[src/rtl/exemplo_controlador_param.sv]
// exemplo_controlador_param: IDLE/LOAD/COMPUTE/END sequencing controller with a
// programmable run length. A level-sensitive start in IDLE latches len_i; the
// datapath enable is then high for exactly len_q cycles, followed by END.
//
// Optional build macro: CTRL_AUTO_RESTART_EN -- when defined, END with the start
// request still high restarts after one END cycle, re-latching len_i.
//
// Ports:
//   clk_i        system clock, rising edge
//   rst_i        asynchronous reset, active low
//   strt_cmpt_i  start request, level-sensitive
//   len_i        run length in cycles, sampled when a start is accepted
//   abort_i      synchronous abort, honoured in LOAD and COMPUTE only
//   state_o      current state (0 idle, 1 load, 2 compute, 3 end)
//   busy_o       state is not idle
//   cmpt_en_o    datapath enable, high exactly while in COMPUTE
//   cnt_o        cycles completed in the current run
//   done_o       one-cycle pulse in the first END cycle
//   err_o        one-cycle pulse when a zero-length start is rejected
module exemplo_controlador_param #(
  parameter int unsigned CNT_W = 8
) (
  input  logic             clk_i,
  input  logic             rst_i,
  input  logic             strt_cmpt_i,
  input  logic [CNT_W-1:0] len_i,
  input  logic             abort_i,
  output logic [1:0]       state_o,
  output logic             busy_o,
  output logic             cmpt_en_o,
  output logic [CNT_W-1:0] cnt_o,
  output logic             done_o,
  output logic             err_o
);

  typedef enum logic [1:0] {
    StIdle    = 2'd0,
    StLoad    = 2'd1,
    StCompute = 2'd2,
    StEnd     = 2'd3
  } state_e;

  localparam logic [CNT_W-1:0] CntOne = {{(CNT_W-1){1'b0}}, 1'b1};

  state_e           state_q, state_d;
  logic [CNT_W-1:0] len_q, len_d;
  logic [CNT_W-1:0] cnt_q, cnt_d;
  logic             done_q, done_d;
  logic             err_q, err_d;
  logic             last_cycle;

  // len_q is never zero in COMPUTE, so the subtraction cannot underflow there.
  assign last_cycle = (cnt_q == (len_q - CntOne));

  always_comb begin
    state_d = state_q;
    len_d   = len_q;
    cnt_d   = cnt_q;
    done_d  = 1'b0;
    err_d   = 1'b0;
    case (state_q)
      StIdle: begin
        if (strt_cmpt_i) begin
          if (len_i != '0) begin
            len_d   = len_i;
            state_d = StLoad;
          end else begin
            err_d = 1'b1;
          end
        end
      end
      StLoad: begin
        cnt_d   = '0;
        state_d = abort_i ? StIdle : StCompute;
      end
      StCompute: begin
        if (abort_i) begin
          cnt_d   = '0;
          state_d = StIdle;
        end else begin
          cnt_d = cnt_q + CntOne;
          if (last_cycle) begin
            done_d  = 1'b1;
            state_d = StEnd;
          end
        end
      end
      StEnd: begin
        if (!strt_cmpt_i) begin
          state_d = StIdle;
        end
`ifdef CTRL_AUTO_RESTART_EN
        else if (len_i != '0) begin
          len_d   = len_i;
          state_d = StLoad;
        end else begin
          err_d   = 1'b1;
          state_d = StIdle;
        end
`endif
      end
      default: state_d = StIdle;
    endcase
  end

  always_ff @(posedge clk_i or negedge rst_i) begin
    if (!rst_i) begin
      state_q <= StIdle;
      len_q   <= '0;
      cnt_q   <= '0;
      done_q  <= 1'b0;
      err_q   <= 1'b0;
    end else begin
      state_q <= state_d;
      len_q   <= len_d;
      cnt_q   <= cnt_d;
      done_q  <= done_d;
      err_q   <= err_d;
    end
  end

  assign state_o   = state_q;
  assign busy_o    = (state_q != StIdle);
  assign cmpt_en_o = (state_q == StCompute);
  assign cnt_o     = cnt_q;
  assign done_o    = done_q;
  assign err_o     = err_q;

endmodule
[config.mk]
export PLATFORM = sky130hd
export DESIGN_NAME = exemplo_controlador_param
export DESIGN_NICKNAME = d
export VERILOG_FILES = /design/src/rtl/exemplo_controlador_param.sv
export SDC_FILE = /design/constraint.sdc
export NUM_CORES = 1
export LEC_CHECK = 0
export BUFFER_PORTS_ARGS = -buffer_cell sky130_fd_sc_hd__buf_4
export CORE_MARGIN = 8
export CORE_UTILIZATION = 25
export CTS_CLUSTER_DIAMETER = 30
export CTS_CLUSTER_SIZE = 16
export DETAILED_ROUTE_END_ITERATION = 10
export SLEW_MARGIN = 20
export SYNTH_ARGS = -nofsm -noshare
export SYNTH_HDL_FRONTEND = slang
export SYNTH_SLANG_ARGS = --single-unit
[constraint.sdc]
create_clock -name clk_i -period 2.28 [get_ports clk_i]
set_input_delay 0.342 -clock clk_i [delete_from_list [all_inputs] [get_ports clk_i]]
set_output_delay 0.342 -clock clk_i [all_outputs]
set_load 0.05 [all_outputs]
After elaboration in Yosys (flattened, before gate mapping):

Cells that the tools add are included.

* reductions and logical operators: 6
* multiplexer cells: 15
* eq/ne operators: 8
* $add $sub $neg: 2

Operators with widths (count)
* 8-bit case mux with 2 select lines: 1
* 2-bit 2-to-1 mux: 6
* 8-bit by 1-bit adder with 8-bit output, second input constant: 1
* 8-bit == test: 1
* 8-bit 2-to-1 mux: 1
* 2-bit case mux with 4 select lines: 1
* 8-bit nonzero test: 1
* 8-bit by 1-bit subtractor with 8-bit output, second input constant: 1
* 1-bit 2-to-1 mux: 6
* 2-bit inequality test, second input constant: 3
* 2-bit == test, second input constant: 2
* 4-bit AND reduction: 1
* 2-bit nonzero test: 2
* 3-bit by 2-bit inequality test with 1-bit output, second input constant: 1
* 3-bit AND reduction: 1
* 2-bit by 1-bit == test with 1-bit output, second input constant: 1
* 2-bit zero test: 1

* bits in registers: 20
* logic and storage cells: 36
* bits of input ports: 12
* output and inout port bits: 14

Logic depth before layout (Yosys ltp):

* depth after elaboration: 5
* mapped depth: 9

Worst setup path before layout:

Ideal clock, no wire load.

* kind: register -> register
* from: register state_q[0], in the netlist state_o[0]
* to: register state_q[1], in the netlist state_o[1]
* cell stages (with the launch flop): 7
* slack: 0.176 ns
* data required time: 2.201 ns
* setup time: 0.079 ns
* arrival time: 2.024 ns
* period minus slack after synthesis: 2.104 ns
* cell sequence: dfrtp_1 inv_1 ha_1 nor2b_1 nor2_1 a41oi_2 mux2i_1

* word-level cells in the longest chain between the ends: 3
* elaborated cells between the ends (all ways): 10
* those cells by class: eq/ne: 7; mux: 1; reduce/logical: 2

RTL lines
* start, declared: RTL line 45 `state_e state_q, state_d;`
* start signal, assigned: RTL line 108 `state_q <= StIdle;`
* start signal, assigned: RTL line 114 `state_q <= state_d;`
* 2-bit == test *
* via cmpt_en_o: RTL line 30 `output logic cmpt_en_o,`
* 3-bit by 2-bit inequality test with 1-bit output (no source line)
* 4-bit AND reduction (no source line)

The timed path passes the listed nets; every way through them passes the cells marked *.
A chain may end at the register's enable or synchronous reset.

Worst setup path in the final report:

* from: register len_q[0]
* to: register state_q[1], in the netlist state_o[1]

* word-level cells in the longest chain between the ends: 4

RTL lines
* start, declared: RTL line 46 `logic [CNT_W-1:0] len_q, len_d;`
* start signal, assigned: RTL line 115 `len_q <= len_d;`
* 8-bit by 1-bit subtractor with 8-bit output: RTL line 53 `assign last_cycle = (cnt_q == (len_q - CntOne));`
* 8-bit == test: RTL line 53
* 3-bit by 2-bit inequality test with 1-bit output (no source line)
* 4-bit AND reduction (no source line)

No other way between the ends.

==> results.py <==
metrics = {
    "placed_design": {
        "finalWeightedCongestion": 0.8060,
        "pre_cts_ws_ps": 358.3,
        "place_inst": 222,
        "io_buffers": 25,
        "dpl.hpwl_um": 2281,
    },
    "job": {
        "maxCapViolCount": 0,
    },
    "clock_tree": {
        "post_cts_buffers": 0,
        "clockBufferDepth": 2,
        "cts_resized": 0,
        "cts_tree": "done",
        "cts_sinks": 20,
        "cts-root-buf": "clkbuf_8",
        "clock_latency_ps": 250,
        "ctsHtreeMaxLevel": 1,
        "path_clk_slew_ps": 80,
        "cts_buffers": 3,
    },
    "floorplan": {
        "dieArea_um2": 7579,
        "die_w_um": 87.06,
        "start_util": 0.2536,
        "fp.dieH_um": 87.06,
        "io_pins": 26,
        "row_count": 26,
        "fp.coreArea_um2": 4977,
    },
    "grt": {
        "grt-ovfl-total": 0,
        "grtUsageTotal": 0.08181,
        "grt_pass1_wl_um": 5037,
        "grt_start_max_net_pins": 21,
        "grt_pass1_vias": 1083,
        "antenna_found_initial": 0,
    },
    "worst_setup_path": {
        "cp-end-kind": "register",
        "crit_path_start_kind": "register",
        "cp.required_ps": 2420,
        "rr_worst_depth": 8,
        "cp_max_fo": 8,
        "path_class": "register to register",
        "cp.arrival_ps": 2010,
    },
    "finish": {
        "most-common-layout-cells": "buf_4, dfrtp_1",
        "drive_above_1_share": 0.2675,
        "final_cells": 227,
        "fin_nets": 176,
        "mostFrequentLayoutCell": "buf_4",
        "syn_to_final_growth_pct": 26.16,
        "diodes": 0,
        "fill_cells": 521,
        "post-route-util": 0.3200,
    },
    "yosys": {
        "syn_area_um2": 1262,
        "synth_edf_count": 0,
        "synth_top_flop_cell": "dfrtp_1",
        "synth_area_per_cell_um2": 9.787,
        "seq_area_frac_synth": 0.3964,
        "synth_top_area_share": 0.3964,
        "syn_nets": 147,
        "yosys_warnings": 0,
        "synth_cells": 129,
        "yosysTopAreaCell": "dfrtp_1",
        "ys_ff_latch": 20,
        "yosys-top-cells-area": "dfrtp_1, ha_1, xnor2_1",
        "async_flop_share": 1.000,
        "synthDistinctLibCells": 42,
    },
    "detailed_routing": {
        "ant_nets": 0,
        "drt-initial-drc-count": 40,
        "wirelength_um": 2896,
        "vias": 1025,
        "dr.pass1.iters": 4,
        "wl_per_cell_um": 12.76,
        "via_per_inst": 4.515,
        "remaining_drc_errors": 0,
    },
    "sta": {
        "slew_violations": 0,
        "grt_setup_unrepaired": "false",
        "worst_pin_slew_ps": 428.2,
        "post-route-period-util": 0.8169,
        "setup-violations-final": 0,
        "fin_setup_tns_ps": 0,
        "fin_skew_ps": 7.554,
        "holdWs_ps": 307.3,
        "final.min_clock_period_ps": 1863,
        "fin_ws_ps": 417.5,
        "max_freq_mhz": 536.9,
        "relSlewSlack": 0.7119,
        "hold_violations": 0,
    },
    "pwr": {
        "p_leak_nw": 0.6782,
        "ir_drop_v": 0.0008233,
        "power_density_nw_per_um2": 1187,
    },
    "run_status": {
        "status": "finished clean",
    },
    "worst_hold_path": {
        "whs_path_depth": 3,
        "min_path_type": "primary input to register",
    },
}
## registers in the layout, indices dropped and copies added (netlist names)
register  cells
state_o       2
done_o        1
err_o         1
len_q         8
cnt_o         8
## layout make-up
cell class / count / area [um2] / area share
tap: 70 / 87.58 / 0.05499
inverter: 8 / 30.03 / 0.01885
timing repair buffer: 28 / 212.7 / 0.1335
clock buffer: 4 / 55.05 / 0.03456
sequential: 20 / 500.5 / 0.3142
multi-input combinational: 97 / 706.9 / 0.4438
## synth_stat cells (all sizes together), types with 2 or more instances
cell and instances:
a21oi 8, buf 3, dfrtp 20, ha 6, inv 8, mux2 5, mux2i 2, nand2 9
nand3 8, nand3b 2, nand4 2, nor2 7, nor2b 4, nor3 2, nor4 5, o21ai 7
o21bai 2, xnor2 8, xor2 4
## path summary, 6_finish.rpt
kind                           from    endpoint  slack [ps]
min reg2reg                len_q[7]    len_q[7]         530
max in group asynchronous     rst_i    len_q[4]        1560
max                        len_q[0]  state_o[1]         420
min in group asynchronous     rst_i  state_o[1]         500
min                        len_i[1]    len_q[1]         310
max reg2reg                len_q[0]  state_o[1]         420
## logic make-up (layout without fill, tap and decap cells)
group | count (synthesis) | count (layout) | share of synthesized area
simple gates | 44 | 44 | 0.2032
compound gates | 28 | 28 | 0.1536
flops | 20 | 20 | 0.3964
xor+xnor | 12 | 12 | 0.08325
buf+inv | 12 | 40 | 0.04361
mux | 7 | 7 | 0.06045
fa+ha+maj | 6 | 6 | 0.05946
## per-stage QoR
step	area [um2]	total power, mW
floorplan	1262	1.386
global placement	1528	1.624
detailed placement	1528	1.628
CTS	1593	1.907
global route	1593	2.033
finish	1593	1.891
## per-layer routing
metal / share of wire / up-vias / GRT usage
met5: 0 / - / 0
met4: 0.0059 / 0 / 0.02973
met3: 0.035 / 2 / 0.01509
met2: 0.48 / 23 / 0.1312
met1: 0.48 / 480 / 0.1060
li1: - / 520 / -
## timing repair
action                                  in CTS  in global routing
hold buffers                                 1                  0
hold endpoints to repair                    20                  0
endpoints found under the setup margin       0                  0
## worst max-delay path, stage by stage, from the launching register on
cell and delay, ps:
dfrtp_1 460, inv_1 90, ha_1 320, o21bai_1 200
a211oi_1 250, o21bai_1 120, nand2_2 80, a41oi_2 110
mux2i_1 140
## report_power, final
part	internal, mW	switching (mW)
clock network	0.153	0.112
logic	0.433	0.586
registers	0.450	0.157
No activity file was read; power rests on OpenSTA's default activity.
